[src/rtl/mem_arbiter.sv]
// Round-robin arbiter sharing one single-port synchronous RAM between the
// instruction-fetch (IF) and data-memory (DM) ports of the core.
module mem_arbiter #(
    parameter int p_WORD_LEN   = 16,
    parameter int p_ADDR_LEN   = 16,
    parameter int p_RD_LATENCY = 1
) (
    input  logic                  i_clk,
    input  logic                  i_rst,
    input  logic                  i_if_req,
    input  logic [p_ADDR_LEN-1:0] i_if_addr,
    output logic                  o_if_ack,
    output logic [p_WORD_LEN-1:0] o_if_rd_data,
    input  logic                  i_dm_req,
    input  logic                  i_dm_wr_en,
    input  logic [p_ADDR_LEN-1:0] i_dm_addr,
    input  logic [p_WORD_LEN-1:0] i_dm_wr_data,
    output logic                  o_dm_ack,
    output logic [p_WORD_LEN-1:0] o_dm_rd_data,
    output logic                  o_mem_en,
    output logic                  o_mem_wr_en,
    output logic [p_ADDR_LEN-1:0] o_mem_addr,
    output logic [p_WORD_LEN-1:0] o_mem_wr_data,
    input  logic [p_WORD_LEN-1:0] i_mem_rd_data,
    output logic                  o_busy
);

    typedef enum logic [1:0] {
        S_IDLE  = 2'd0,
        S_ISSUE = 2'd1,
        S_WAIT  = 2'd2,
        S_ACK   = 2'd3
    } state_t;

    localparam logic [1:0] LAT_LOAD = 2'(p_RD_LATENCY - 1);

    state_t                state_r;
    state_t                state_next_s;
    logic [1:0]            lat_cnt_r;
    logic [1:0]            lat_cnt_next_s;
    logic                  win_dm_r;
    logic                  win_dm_next_s;
    logic                  last_dm_r;
    logic                  last_dm_next_s;
    logic [p_ADDR_LEN-1:0] addr_r;
    logic [p_ADDR_LEN-1:0] addr_next_s;
    logic                  wr_en_r;
    logic                  wr_en_next_s;
    logic [p_WORD_LEN-1:0] wr_data_r;
    logic [p_WORD_LEN-1:0] wr_data_next_s;
    logic                  pick_dm_s;
    logic                  capture_s;

    // Next-state, winner selection and command latching
    always_comb begin
        state_next_s   = state_r;
        lat_cnt_next_s = lat_cnt_r;
        win_dm_next_s  = win_dm_r;
        last_dm_next_s = last_dm_r;
        addr_next_s    = addr_r;
        wr_en_next_s   = wr_en_r;
        wr_data_next_s = wr_data_r;
        capture_s      = 1'b0;
        // On a tie the port that did not win last time gets the grant
        pick_dm_s      = i_dm_req && (!i_if_req || !last_dm_r);

        case (state_r)
            S_IDLE: begin
                if (i_if_req || i_dm_req) begin
                    win_dm_next_s  = pick_dm_s;
                    last_dm_next_s = pick_dm_s;
                    state_next_s   = S_ISSUE;
                    if (pick_dm_s) begin
                        addr_next_s    = i_dm_addr;
                        wr_en_next_s   = i_dm_wr_en;
                        wr_data_next_s = i_dm_wr_data;
                    end else begin
                        addr_next_s    = i_if_addr;
                        wr_en_next_s   = 1'b0;
                        wr_data_next_s = {p_WORD_LEN{1'b0}};
                    end
                end else begin
                    state_next_s = S_IDLE;
                end
            end
            S_ISSUE: begin
                if (wr_en_r) begin
                    state_next_s = S_ACK;
                end else begin
                    lat_cnt_next_s = LAT_LOAD;
                    state_next_s   = S_WAIT;
                end
            end
            S_WAIT: begin
                if (lat_cnt_r != 2'd0) begin
                    lat_cnt_next_s = lat_cnt_r - 2'd1;
                end else begin
                    capture_s    = 1'b1;
                    state_next_s = S_ACK;
                end
            end
            S_ACK: begin
                state_next_s = S_IDLE;
            end
            default: begin
                state_next_s = S_IDLE;
            end
        endcase
    end

    // State, latched command and registered outputs (derived from next state)
    always_ff @(posedge i_clk) begin
        if (i_rst) begin
            state_r       <= S_IDLE;
            lat_cnt_r     <= 2'd0;
            win_dm_r      <= 1'b0;
            last_dm_r     <= 1'b1;
            addr_r        <= {p_ADDR_LEN{1'b0}};
            wr_en_r       <= 1'b0;
            wr_data_r     <= {p_WORD_LEN{1'b0}};
            o_if_ack      <= 1'b0;
            o_dm_ack      <= 1'b0;
            o_if_rd_data  <= {p_WORD_LEN{1'b0}};
            o_dm_rd_data  <= {p_WORD_LEN{1'b0}};
            o_mem_en      <= 1'b0;
            o_mem_wr_en   <= 1'b0;
            o_mem_addr    <= {p_ADDR_LEN{1'b0}};
            o_mem_wr_data <= {p_WORD_LEN{1'b0}};
            o_busy        <= 1'b0;
        end else begin
            state_r       <= state_next_s;
            lat_cnt_r     <= lat_cnt_next_s;
            win_dm_r      <= win_dm_next_s;
            last_dm_r     <= last_dm_next_s;
            addr_r        <= addr_next_s;
            wr_en_r       <= wr_en_next_s;
            wr_data_r     <= wr_data_next_s;
            o_if_ack      <= (state_next_s == S_ACK) && !win_dm_r;
            o_dm_ack      <= (state_next_s == S_ACK) && win_dm_r;
            o_mem_en      <= (state_next_s == S_ISSUE);
            o_mem_wr_en   <= (state_next_s == S_ISSUE) && wr_en_next_s;
            o_mem_addr    <= addr_next_s;
            o_mem_wr_data <= wr_data_next_s;
            o_busy        <= (state_next_s != S_IDLE);
            if (capture_s && !win_dm_r) begin
                o_if_rd_data <= i_mem_rd_data;
            end
            if (capture_s && win_dm_r) begin
                o_dm_rd_data <= i_mem_rd_data;
            end
        end
    end

endmodule
[config.mk]
export PLATFORM = sky130hd
export DESIGN_NAME = mem_arbiter
export DESIGN_NICKNAME = d
export VERILOG_FILES = /design/src/rtl/mem_arbiter.sv
export SDC_FILE = /design/constraint.sdc
export NUM_CORES = 1
export LEC_CHECK = 0
export CORE_AREA = 2 2 92 94
export DETAILED_ROUTE_END_ITERATION = 10
export DIE_AREA = 0 0 94 96
export PLACE_DENSITY = 0.74
export SYNTH_ARGS = -nofsm -noshare
export SYNTH_HDL_FRONTEND = slang
export SYNTH_SLANG_ARGS = --single-unit
[constraint.sdc]
create_clock -name i_clk -period 1.7 [get_ports i_clk]
set_clock_uncertainty 0.2 [all_clocks]
set_input_delay 0.255 -clock i_clk [delete_from_list [all_inputs] [get_ports i_clk]]
set_output_delay 0.255 -clock i_clk [all_outputs]
set_load 0.01 [all_outputs]
==> results of run 1 <==
## repair_timing
action | CTS | global route
buffers inserted | 1 | 0
pin swaps | 1 | 2
setup endpoints to repair | 38 | 94
gates resized for setup | 7 | 71
## layer usage
| layer | global-route usage, % | up-vias |
|---|---|---|
| met3 | 5.247 | 17 |
| met2 | 31.96 | 94 |
| li1 | - | 1455 |
| met4 | 8.213 | 0 |
| met1 | 21.34 | 1358 |
| met5 | 0 | - |
## sequential cells by signal (all words and copies together), names as in the netlist, 2 cells and up
register      count
wr_data_r        16
o_dm_rd_data     16
o_if_rd_data     16
state_r           2
addr_r           16
lat_cnt_r         2
## cells in the mapped netlist
library cell and n:
a32oi_1 17, inv_1 5, a21boi_4 1, o21bai_1 1, a21oi_1 55, and3_1 2
nor3_1 1, buf_2 10, o21ai_0 1, nor3b_1 2, o32ai_1 1, ha_1 5
nor4b_1 1, a211oi_1 17, clkbuf_1 8, o21a_1 1, nand3b_1 1, buf_1 1
nand3_1 1, nand2b_1 1, clkbuf_2 2, o21ai_2 1, and3b_1 1, dfxtp_1 76
a21bo_1 1, a221o_1 1, or2_2 1, buf_4 5, nor2b_1 2, a22o_1 1
nand2_1 83, nor2_1 36
## metrics by stage
step,std cells,util [%],instance area (um2),TNS [ps]
3_3_place_gp,577,55.76,4489,-3213
5_1_grt,593,60.79,4895,-34.36
2_1_floorplan,342,-,2905,0
4_1_cts,593,58.48,4708,0
3_5_place_dp,577,55.76,4489,-5818
6_report,593,60.79,4895,0
## path summary, 6_finish.rpt
path,end,slack [ps],cells after the start
worst max-delay path,o_busy$_SDFF_PP0_,40,6
worst min-delay path,state_r[0]$_SDFF_PP0_,150,3
worst max register to register,o_busy$_SDFF_PP0_,40,6
worst min register to register,o_dm_rd_data[4]$_SDFFE_PP0P_,260,2
## logic make-up (layout without fill, tap and decap cells)
family / after synthesis / in the layout / share of synthesized area [%]
compound gates: 98 / 98 / 21.92
fa+ha+maj: 5 / 5 / 2.153
buf+inv: 31 / 177 / 5.168
flops: 76 / 76 / 52.37
simple gates: 132 / 132 / 18.39
## worst max-delay path: stages (launching register included)
cell	delay [ps]
dfxtp_2	330
buf_4	130
ha_1	220
a21oi_2	130
a221o_1	190
inv_1	70
or2_2	290
## cell type report
cell class,count,area [um2]
clock buffer,11,141.4
clock inverter,4,73.82
fill,694,3157
inverter,5,18.77
multi-input combinational,235,1276
sequential,76,1525
tap,105,131.4
timing repair buffer,157,1728
## power by group
part	total [mW]	internal, mW	switching [mW]
Sequential	2.25	2.09	0.160
Clock	1.48	0.860	0.620
Combinational	2.25	1.14	1.10
==> run_results.csv, run 1 <==
group,metric,value,unit
global_route,maximum_number_of_pins_on_one_net_before_global_route_repair,61,
floorplanning,dieHeight,96,um
clocking,numCtsBuffers,9,
clocking,cts_hold_repair.buffers,0,
floorplanning,i_o_pin_count,138,
status,outcome,"finished clean",
critical_path,timing.critical_path.required,1720,ps
pwr,report.power.total,5.978,mW
finish,area_growth,68.48,%
min_path,hold_path.startpoint,"i_rst",
floorplanning,design.die.area,9024,um2
clocking,worstSkewPairLatency,330,ps
synthesis,postSynthRegisterBits,76,
place,routabilityCongestion,0.7147,
route,totalWireLength,8445,um
route,met3_length,551,um
floorplanning,row_count,33,
critical_path,timing.setup.critical_path_class,"flip-flop to flip-flop",
global_route,first_global_vias,2836,
clocking,clockBufferDepth,2,
sta,finalWorstSetupSlack,35.27,ps
floorplanning,die_w,94,um
synthesis,synth_cell_types,32,
critical_path,timing_startpoint_of_the_critical_path,"state_r[0]$_SDFF_PP0_",
synthesis,synth_top_area_cell,"dfxtp_1",
global_route,grt_overflow,0,
critical_path,end_kind,"flip-flop",
finish,final_common_cell,"nand2_1",
synthesis,synth_cells,342,
synthesis,syn-cell-area,2905,um2
sta,rsz_0062_raised_after_global_routing,"yes",
pwr,pd_cells,1221,nW/um2
sta,timing.fmax,0.6007,GHz
finish,fraction_of_layout_instances_using_a_drive_strength_above_1,10.45,%
synthesis,yosysWarnings,0,
route,wire_per_inst,14.24,um
route,antenna_violating_nets_post_route,0,
pwr,vdd.ir_drop.worst,0.0005659,V
sta,setup_violations,0,
synthesis,netlist_top_cells_area,"dfxtp_1 52%, nand2_1 11%, a21oi_1 9.5%",
sta,finalCriticalPeriod,1665,ps
route,route.detailed.drc,0,
flow_run,max-cap-violations,0,
clocking,cts-root-buf,"clkbuf_8",
critical_path,startpoint_type,"flip-flop",
sta,final_min_period_over_clock_period,97.93,%
sta,final_hold_viol_count,0,
clocking,clkTransAtPathRegs,70,ps
synthesis,synth-seq-area-share,52.37,%
critical_path,worst_r2r_startpoint,"state_r[0]$_SDFF_PP0_",
route,wirelength_met1,3427,um
finish,final_cell_mix,"83 x nand2_1, 74 x clkdlybuf4s50_1, 73 x dfxtp_1",
route,detail_route.vias_per_cell,4.931,
place,placement.io_buffers,137,
global_route,antenna_violations_before_repair,0,
route,detailedRoute.firstPassIterationCount,4,
route,routed-via-count,2924,
min_path,hp-class,"primary input to flip-flop",
finish,antenna_cells_inserted,0,
sta,max_slew.worst_pin.slew,266.9,ps
synthesis,syn_area_per_cell,8.495,um2
clocking,number_of_h_tree_levels,3,
global_route,grt_pass1_wl,13070,um
global_route,global_route.usage.total,18.49,%
critical_path,critical_path_peak_fanout,3,
pwr,cellLeakagePower,2.735,nW
floorplanning,floorplan.initialDensity,36.08,%
synthesis,synth_top_area_share,52.37,%
sta,fin_worst_hold_slack,151.2,ps
sta,slew_viol_final,0,
critical_path,arrival,1690,ps
place,place.detailed.hpwl,6047,um
finish,design.final.nets,558,
sta,slew_headroom,82.15,%
clocking,tritoncts_num_sinks,76,
route,highest_layer,"met4",
synthesis,syn-num-nets,416,
place,preCtsSetupSlack,-211.3,ps
clocking,cts_tree,"done",
floorplanning,core_area,8051,um2
route,detailroute.wirelength.met2,4286,um
route,drt_first_iter_violations,129,
(Power assumes the default switching activity.)
==> inputs of run 2 (changes only) <==
--- a/config.mk
+++ b/config.mk
@@ -6,8 +6,10 @@
 export NUM_CORES = 1
 export LEC_CHECK = 0
 export CORE_AREA = 2 2 92 94
+export CTS_CLUSTER_SIZE = 20
 export DETAILED_ROUTE_END_ITERATION = 10
 export DIE_AREA = 0 0 94 96
+export GPL_ROUTABILITY_DRIVEN = 1
 export PLACE_DENSITY = 0.74
 export SYNTH_ARGS = -nofsm -noshare
 export SYNTH_HDL_FRONTEND = slang
==> results of run 2 <==
No change in the layout: final DEF, timing and power equal those of run 1.
